File: config.mk
export PLATFORM = sky130hd
export DESIGN_NAME = sync_fifo_flags
export DESIGN_NICKNAME = d
export VERILOG_FILES = /design/src/rtl/fifo_pkg.sv /design/src/rtl/fifo_mem.sv /design/src/rtl/sync_fifo_flags.sv
export SDC_FILE = /design/constraint.sdc
export NUM_CORES = 1
export LEC_CHECK = 0
export CORE_AREA = 10 10 131 157
export DETAILED_ROUTE_END_ITERATION = 10
export DIE_AREA = 0 0 141 167
export GPL_ROUTABILITY_DRIVEN = 0
export GPL_TIMING_DRIVEN = 0
export PLACE_DENSITY_LB_ADDON = 0.08
export SLEW_MARGIN = 25
export SYNTH_ARGS = -nofsm -noshare
export SYNTH_HDL_FRONTEND = slang
export SYNTH_SLANG_ARGS = --single-unit
File: constraint.sdc
create_clock -name clk -period 5.2 [get_ports clk]
set_input_delay 0.78 -clock clk [delete_from_list [all_inputs] [get_ports clk]]
set_output_delay 0.78 -clock clk [all_outputs]
set_load 0.03 [all_outputs]
File: src/rtl/fifo_pkg.sv
// Shared definitions for the single-clock FIFO family.
//   ptr_w(d) : pointer width for a depth-d FIFO ($clog2(d))
//   cnt_w(d) : occupancy counter width, able to hold 0..d ($clog2(d)+1)
//   FIFO_STD / FIFO_FWFT : read-mode selectors for the FWFT parameter
package fifo_pkg;

  localparam int FIFO_STD  = 0;
  localparam int FIFO_FWFT = 1;

  function automatic int ptr_w(input int d);
    return $clog2(d);
  endfunction

  function automatic int cnt_w(input int d);
    return $clog2(d) + 1;
  endfunction

endpackage

File: src/rtl/fifo_mem.sv
// W x D simple dual-port storage array.
//   clk   : write clock
//   we    : write enable
//   waddr : write address
//   wdata : write data
//   raddr : read address (asynchronous read)
//   rdata : word at raddr
module fifo_mem
  import fifo_pkg::*;
#(
  parameter int W = 8,
  parameter int D = 32
) (
  input  logic                  clk,
  input  logic                  we,
  input  logic [ptr_w(D)-1:0]   waddr,
  input  logic [W-1:0]          wdata,
  input  logic [ptr_w(D)-1:0]   raddr,
  output logic [W-1:0]          rdata
);

  logic [W-1:0] mem [D];

  // NOTE: storage is deliberately not reset; the FIFO never exposes a word
  // before it has been written, and a reset would block RAM inference.
  always_ff @(posedge clk) begin
    if (we) begin
      mem[waddr] <= wdata;
    end
  end

  assign rdata = mem[raddr];

endmodule

File: src/rtl/sync_fifo_flags.sv
// Single-clock FIFO with occupancy count, programmable watermarks,
// synchronous flush, sticky error flags and selectable FWFT read mode.
//   clk          : sole clock, rising edge
//   rst_n        : synchronous active-low reset
//   flush        : synchronous clear of contents and error flags
//   w_en / d_in  : write request and data
//   r_en         : read request (pop in FWFT mode)
//   d_out        : read data
//   full / empty : count==D / count==0
//   almost_full  : count >= AF_TH
//   almost_empty : count <= AE_TH
//   count        : occupancy 0..D
//   overflow     : sticky, set by a write while full
//   underflow    : sticky, set by a read while empty
module sync_fifo_flags
  import fifo_pkg::*;
#(
  parameter int W     = 8,
  parameter int D     = 32,
  parameter int AF_TH = D - 4,
  parameter int AE_TH = 4,
  parameter int FWFT  = FIFO_STD
) (
  input  logic                 clk,
  input  logic                 rst_n,
  input  logic                 flush,
  input  logic                 w_en,
  input  logic [W-1:0]         d_in,
  input  logic                 r_en,
  output logic [W-1:0]         d_out,
  output logic                 full,
  output logic                 empty,
  output logic                 almost_full,
  output logic                 almost_empty,
  output logic [cnt_w(D)-1:0]  count,
  output logic                 overflow,
  output logic                 underflow
);

  localparam int PTR_W = ptr_w(D);
  localparam int CNT_W = cnt_w(D);

  // Reject illegal configurations at elaboration time.
  if ((W < 1) || (D < 2) || ((D & (D - 1)) != 0) ||
      (AF_TH < 1) || (AF_TH > D) ||
      (AE_TH < 0) || (AE_TH > D - 1) ||
      ((FWFT != FIFO_STD) && (FWFT != FIFO_FWFT))) begin : g_bad_param
    $error("sync_fifo_flags: illegal parameter combination");
  end

  logic [PTR_W-1:0] wr_ptr;
  logic [PTR_W-1:0] rd_ptr;
  logic [CNT_W-1:0] count_q;
  logic [W-1:0]     rd_data;
  logic             wr_acc;
  logic             rd_acc;
  logic             mem_we;

  // Flags decode from the count register only, never from the inputs.
  assign full         = (count_q == CNT_W'(D));
  assign empty        = (count_q == '0);
  assign almost_full  = (count_q >= CNT_W'(AF_TH));
  assign almost_empty = (count_q <= CNT_W'(AE_TH));
  assign count        = count_q;

  // No pass-through: a full FIFO refuses writes and an empty one refuses
  // reads even when the opposite port is active in the same cycle.
  assign wr_acc = w_en && !full;
  assign rd_acc = r_en && !empty;

  // Writes presented during reset or flush must not land in storage.
  assign mem_we = wr_acc && rst_n && !flush;

  fifo_mem #(
    .W (W),
    .D (D)
  ) u_mem (
    .clk   (clk),
    .we    (mem_we),
    .waddr (wr_ptr),
    .wdata (d_in),
    .raddr (rd_ptr),
    .rdata (rd_data)
  );

  // NOTE: all state registers use non-blocking assignment so every register
  // samples pre-edge values, independent of statement order.
  always_ff @(posedge clk) begin
    if (!rst_n) begin
      wr_ptr    <= '0;
      rd_ptr    <= '0;
      count_q   <= '0;
      overflow  <= 1'b0;
      underflow <= 1'b0;
    end else if (flush) begin
      wr_ptr    <= '0;
      rd_ptr    <= '0;
      count_q   <= '0;
      overflow  <= 1'b0;
      underflow <= 1'b0;
    end else begin
      if (wr_acc) begin
        wr_ptr <= wr_ptr + 1'b1;
      end
      if (rd_acc) begin
        rd_ptr <= rd_ptr + 1'b1;
      end
      case ({wr_acc, rd_acc})
        2'b10:   count_q <= count_q + 1'b1;
        2'b01:   count_q <= count_q - 1'b1;
        default: count_q <= count_q;
      endcase
      if (w_en && full) begin
        overflow <= 1'b1;
      end
      if (r_en && empty) begin
        underflow <= 1'b1;
      end
    end
  end

  if (FWFT == FIFO_STD) begin : g_std
    // Registered read: the popped word appears one edge after r_en and is
    // held until the next accepted read. Flush leaves it untouched.
    logic [W-1:0] dout_q;

    always_ff @(posedge clk) begin
      if (!rst_n) begin
        dout_q <= '0;
      end else if (!flush && rd_acc) begin
        dout_q <= rd_data;
      end
    end

    assign d_out = dout_q;
  end else begin : g_fwft
    // Head word is shown directly; forced to zero while empty so reset and
    // flush present a clean value.
    assign d_out = empty ? '0 : rd_data;
  end

endmodule
# Word-level counts from Yosys, hierarchy flattened

Memory sizes are Yosys's and may differ from the RTL's. A register that Yosys moved wholly into a read port is not among the register bits.
Index checks and enable logic that the tools add are counted.
Widths: inputs -> output; s select.

Add/subtract/negate cells: 4
Reductions and logical operators: 14
Bitwise operators: 1
Mux-type cells: 3
Order comparisons: 2
Eq/ne operators: 3

Operator list:

| operator            | count |
|---|---|
| $pmux 6 s2          | 1 |
| $add 5x1->5 const B | 2 |
| $logic_and 1x1->1   | 7 |
| $add 6x1->6 const B | 1 |
| $eq 6x6->1 const B  | 1 |
| $ge 6x5->1 const B  | 1 |
| $le 6x3->1 const B  | 1 |
| $logic_not 6->1     | 1 |
| $sub 6x1->6 const B | 1 |
| $logic_not 1->1     | 4 |
| $eq 2x1->1 const B  | 1 |
| $eq 2x2->1 const B  | 1 |
| $mux 1              | 2 |
| $reduce_bool 2->1   | 1 |
| $reduce_or 2->1     | 1 |
| $not 1->1           | 1 |

Output and inout port bits: 20
Word-level logic and storage cells: 33
Register bits after elaboration: 18
RAM bits: 256
Memories: 1

Memories:

| memory    | depth | bits a word | rd ports | clocked after memory_dff | write ports | line           | source |
|---|---|---|---|---|---|---|---|
| u_mem.mem | 32    | 8           | 1        | 1                        | 1           | fifo_mem.sv:22 | `logic [W-1:0] mem [D];` |

# Longest topological paths before layout

Depth in word-level cells: 7
Depth in mapped cells: 14

# Hierarchy

From an unflattened synthesis, not the netlist that was laid out.

Cell total of the unflattened synthesis: 578
Area total of the unflattened synthesis: 11333.4 um2

By module, submodules not included:

| module          | instances | cells an instance | area each (um2) |
|---|---|---|---|
| fifo_mem        | 1         | 409               | 9893.2 |
| sync_fifo_flags | 1         | 169               | 1440.1 |

# Worst setup path after synthesis

Ideal clock, no wire load.

Kind: flip-flop to flip-flop
Start: register count_q[3] (netlist: count[3])
End: register count_q[4] (netlist: count[4])
Arrival: 3.343 ns
Stages on the path, launching flop included: 15
Setup slack: 1.725 ns
Buffers on the path: 2
Cells stage by stage: dfxtp_1 > buf_2 > or4_4 > nor3_2 > nand2b_2 > inv_2 > ha_1 > clkbuf_1 > xor2_1 > ha_1 > a21oi_1 > o22ai_1 > a222oi_1 > or3_1 > a21oi_1

Cells in the longest elaborated chain, start to end: 5
Elaborated cells between the ends (all ways): 12
Classes of those cells: add/sub (2); eq/ne (3); mux (1); reduce/logical (6)

Ends and longest elaborated chain:

| what                                                   | line                   | source |
|---|---|---|
| start, declared                                        | sync_fifo_flags.sv:53  | `logic [CNT_W-1:0] count_q;` |
| start signal, assigned                                 | sync_fifo_flags.sv:109 | `2'b10: count_q <= count_q + 1'b1;` |
| start signal, assigned                                 | sync_fifo_flags.sv:110 | `2'b01: count_q <= count_q - 1'b1;` |
| start signal, assigned                                 | sync_fifo_flags.sv:111 | `default: count_q <= count_q;` |
| $logic_not 6->1 (*)                                    | sync_fifo_flags.sv:61  | `assign empty = (count_q == '0);` |
| named net empty                                        | sync_fifo_flags.sv:32  | `output logic empty,` |
| $logic_not 1->1 (*)                                    | sync_fifo_flags.sv:69  | `assign rd_acc = r_en && !empty;` |
| $logic_and 1x1->1 (*)                                  | sync_fifo_flags.sv:69  |  |
| named net rd_acc                                       | sync_fifo_flags.sv:56  | `logic rd_acc;` |
| $eq 2x1->1 / $eq 2x2->1 (equally long branches)        | sync_fifo_flags.sv:108 | `case ({wr_acc, rd_acc})` |
| $pmux 6 s2 / $reduce_bool 2->1 (equally long branches) | --                     |  |

Mark *: on every way through the listed nets, which the timed path passes. The rest lies on a longest branch.
A chain may end at the register's enable or synchronous reset.

# Worst setup path in the final report

Start: register count_q[3] (netlist: count[3])
End: register count_q[4] (netlist: count[4])

Cells in the longest elaborated chain, start to end: 5
Elaborated cells between the ends (all ways): 12
Classes of those cells: add/sub (2); eq/ne (3); mux (1); reduce/logical (6)

Ends and longest elaborated chain:

| what                                                   | line |
|---|---|
| $logic_not 6->1 (*)                                    | sync_fifo_flags.sv:61 |
| $logic_not 1->1 (*)                                    | sync_fifo_flags.sv:69 |
| $logic_and 1x1->1 (*)                                  | sync_fifo_flags.sv:69 |
| named net rd_acc                                       | sync_fifo_flags.sv:56 |
| $eq 2x1->1 / $eq 2x2->1 (equally long branches)        | sync_fifo_flags.sv:108 |
| $pmux 6 s2 / $reduce_bool 2->1 (equally long branches) | -- |

Marks and branches as above.

==> summary.txt <==
Logic synthesis
  – Synth Register Bits: 282
  – Main synth FF type: edfxtp_1
  – Synth Net Count: 634
  – Compound-Gate Fraction of Synth Area: 5.57%
  – Post-synth cell types: 52
  – Syn Std Cell Area: 11200 sq um
  – Synth Instances: 613
  – Multiplexer share of the synthesized area: 13.1%
  – Seq/Total Area, Yosys: 73.2%
  – YS warnings: 0
  – Largest family of logic cells by synthesized area: multiplexers
  – Post-Synth Adder-Cell Area: 0.893%
  – Avg Synthesized Cell Area: 18.3 sq um
  – Post-Synth XOR/XNOR Area: 0.938%
  – Fraction of registers with async set/reset: 0%
  – Post-synthesis simple-gate area fraction: 4.30%
  – Post-synth EDFFs: 256

Placement
  – Number of port buffers: 32
  – HPWL after DPL: 15.4 mm
  – DP Area: 11800 sq um

Clock tree
  – Clk buf depth: 3
  – CTS tree: done
  – Cts repair resizes: 0
  – Clock-pin slew on the worst setup and hold paths: 0.06 ns
  – CTS Sinks: 282
  – Root Buffer: clkbuf_16
  – TritonCTS buffer count: 26
  – Worst-skew pair later-pin latency: 0.53 ns
  – CTS Hold Bufs: 0
  – H-tree depth: 1
  – # Post-CTS Setup Buffers: 0

Die
  – I/O pin total: 33
  – Chip height: 167 um
  – Rows: 53
  – Full die area: 23500 sq um
  – Initial Util: 64.5%
  – Core area: 17400 sq um
  – Die Wd: 141 um

Power and ir drop
  – Pwr/cell area: 357 nW/um^2
  – Seq pwr share: 55.2%
  – Internal Power: 0.00359 W
  – Net Sw Frac: 20.2%
  – Leakage: 3.90 nW
  – Combinational power share: 3.9%
  – Peak VDD IR: 0.297 mV
  – Sw Pwr: 0.000907 W
  – Clk network pwr share: 40.9%

Detailed routing
  – Total wire length: 23.7 mm
  – Vias per inst: 6.43
  – TritonRoute pass-1 iters: 5
  – DRC Markers: 0
  – Via Count: 5869
  – DR WL/cell: 25.9 um
  – Number of nets with antenna violations after routing: 0
  – Initial drt markers: 559

Finish
  – Commonest non-fill, non-tap cells in the layout: edfxtp_1 (256), nor2_1 (49), mux4_2 (46), mux2i_1 (38), clkbuf_16 (29)
  – Area growth from synthesis to layout: 12.4%
  – Ant. Diodes: 0
  – # nets final: 694
  – Design area: 12600 sq um
  – Commonest non-fill, non-tap cell in the layout: edfxtp_1
  – Share of post-route cells with drive strength above 1: 16.9%
  – Number of fill cells in the layout: 1055

Worst setup path
  – CP Class: reg2reg
  – Worst Path Arrival: 3.85 ns
  – Crit path largest cell delay: 0.56 ns
  – CP Launch Type: register
  – Slowest CP cell: or4_4
  – Critical path peak fanout: 10
  – Critical Path RT: 5.65 ns
  – Kind of end point of the critical path: register
  – Critical Path, Cell by Cell: buf_2, or4_4, nor3_2, nand2b_2, inv_2, ha_1, clkbuf_1, xor2_1, ha_1, a21oi_1, o22ai_1, a222oi_1, o21ai_0, a21oi_1

Timing
  – Final period util: 65.5%
  – Worst Clk Skew: 0.0120 ns
  – Setup_tns: 0 ns
  – RSZ-0062 raised after global routing: no
  – Fin. Hold Viols: 0
  – Relative slew slack: 45.0%
  – Worst-Margin Slew: 0.822 ns
  – Setup Viol. Count Final: 0
  – Final Max Tran Viols: 0
  – Fin crit period: 3.41 ns
  – Achievable Freq: 293 MHz

Global route
  – Initial antenna violation count: 0
  – Grt ovf: 0
  – First-pass GRT wire length: 35.9 mm
  – Vias in the first global route: 5986
  – Largest net degree at the start of global routing: 33
  – Tot GR Track Use: 19.8%

Flow run
  – Max cap viols: 0

Worst hold path
  – Hold Path Class: reg2reg

Outcome
  – Outcome: complete, no violations
[logic make-up (layout without fill, tap and decap cells)]
logic type / count (synthesis) / after routing
and+or+nand+nor: 99 / 99
muxes: 86 / 86
DFF: 282 / 282
xor gates and xnor gates: 12 / 12
AOI/OAI and AO/OA: 83 / 83
buffers and inverters: 43 / 123
adders and majority gates: 8 / 8
[cells in the mapped netlist, types with 6 or more instances]
| master | number | area [sq um] |
|---|---|---|
| edfxtp_1 | 256 | 7690 |
| nor2_1 | 49 | 184 |
| mux4_2 | 46 | 1040 |
| mux2i_1 | 38 | 380 |
| dfxtp_1 | 26 | 521 |
| a21oi_1 | 24 | 120 |
| clkbuf_1 | 18 | 67.6 |
| nand2_1 | 15 | 56.3 |
| a22o_1 | 14 | 123 |
| o22ai_1 | 9 | 56.3 |
| ha_1 | 8 | 100 |
| xor2_1 | 8 | 70.1 |
| a22oi_1 | 7 | 52.6 |
| o221ai_1 | 7 | 61.3 |
| a2111oi_2 | 6 | 90.1 |
| buf_2 | 6 | 30.0 |
| inv_1 | 6 | 22.5 |
[registers in the layout, indices dropped and copies added, names as in the netlist]
signal,count
u_mem.mem,256
d_out,8
count,6
rd_ptr,5
wr_ptr,5
overflow,1
underflow,1
[final timing paths]
kind / startpoint / endpoint / depth (start not counted) / slack [ns]
max: count[3] / count[4] / 14 / 1.79
min: overflow / overflow / 2 / 0.47
max reg2reg: count[3] / count[4] / 14 / 1.79
min reg2reg: overflow / overflow / 2 / 0.47
[metal layers]
| layer | global-route usage (%) | wire length, um | vias to the layer above |
|---|---|---|---|
| met3 | 2.93 | 1580 | 47 |
| met4 | 6.03 | 629 | 0 |
| met2 | 33.4 | 12000 | 250 |
| met5 | 0 | 0 | - |
| met1 | 26.1 | 9470 | 2982 |
| li1 | - | - | 2590 |
[final cells by class]
type	instances	area, sq um	area share [%]
Inverter	7	26.3	0.209
Clock inverter	8	50.0	0.397
Multi-Input combinational cell	288	2780	22.1
Buffer	36	193	1.53
Clock buffer	40	787	6.25
Sequential cell	282	8210	65.1
Tap cell	220	275	2.18
Timing Repair Buffer	32	280	2.22
[stage by stage]
step           instances  power (W)  utilization, %  setup WS [ns]  hold WS [ns]
6_report             913    0.00450            72.5           1.79         0.472
3_5_place_dp         865    0.00271            67.8           1.65         0.466
4_1_cts              913    0.00452            72.7           1.79         0.479
5_1_grt              913    0.00461            72.5           1.52         0.507
2_1_floorplan        613    0.00263               -           1.72         0.482
3_3_place_gp         865    0.00270            67.9           1.82         0.446
[power groups by stage]
stage / sequential (W) / clock, W / combinational (W)
6_report: 0.00248 / 0.00184 / 0.000173
5_1_grt: 0.00248 / 0.00194 / 0.000187
4_1_cts: 0.00248 / 0.00186 / 0.000177
3_5_place_dp: 0.00253 / 0 / 0.000176
3_3_place_gp: 0.00253 / 0 / 0.000171
2_1_floorplan: 0.00254 / 0 / 0.0000905
[worst max-delay path, delay by kind of cell, from the launching register on]
family | cells | cell delay [ns]
compound gates | 5 | 1.00
xor+xnor | 1 | 0.18
fa+ha+maj | 2 | 0.38
buf+inv | 3 | 0.46
flops | 1 | 0.31
simple gates | 3 | 0.97
No activity file was read; power rests on OpenSTA's default activity.
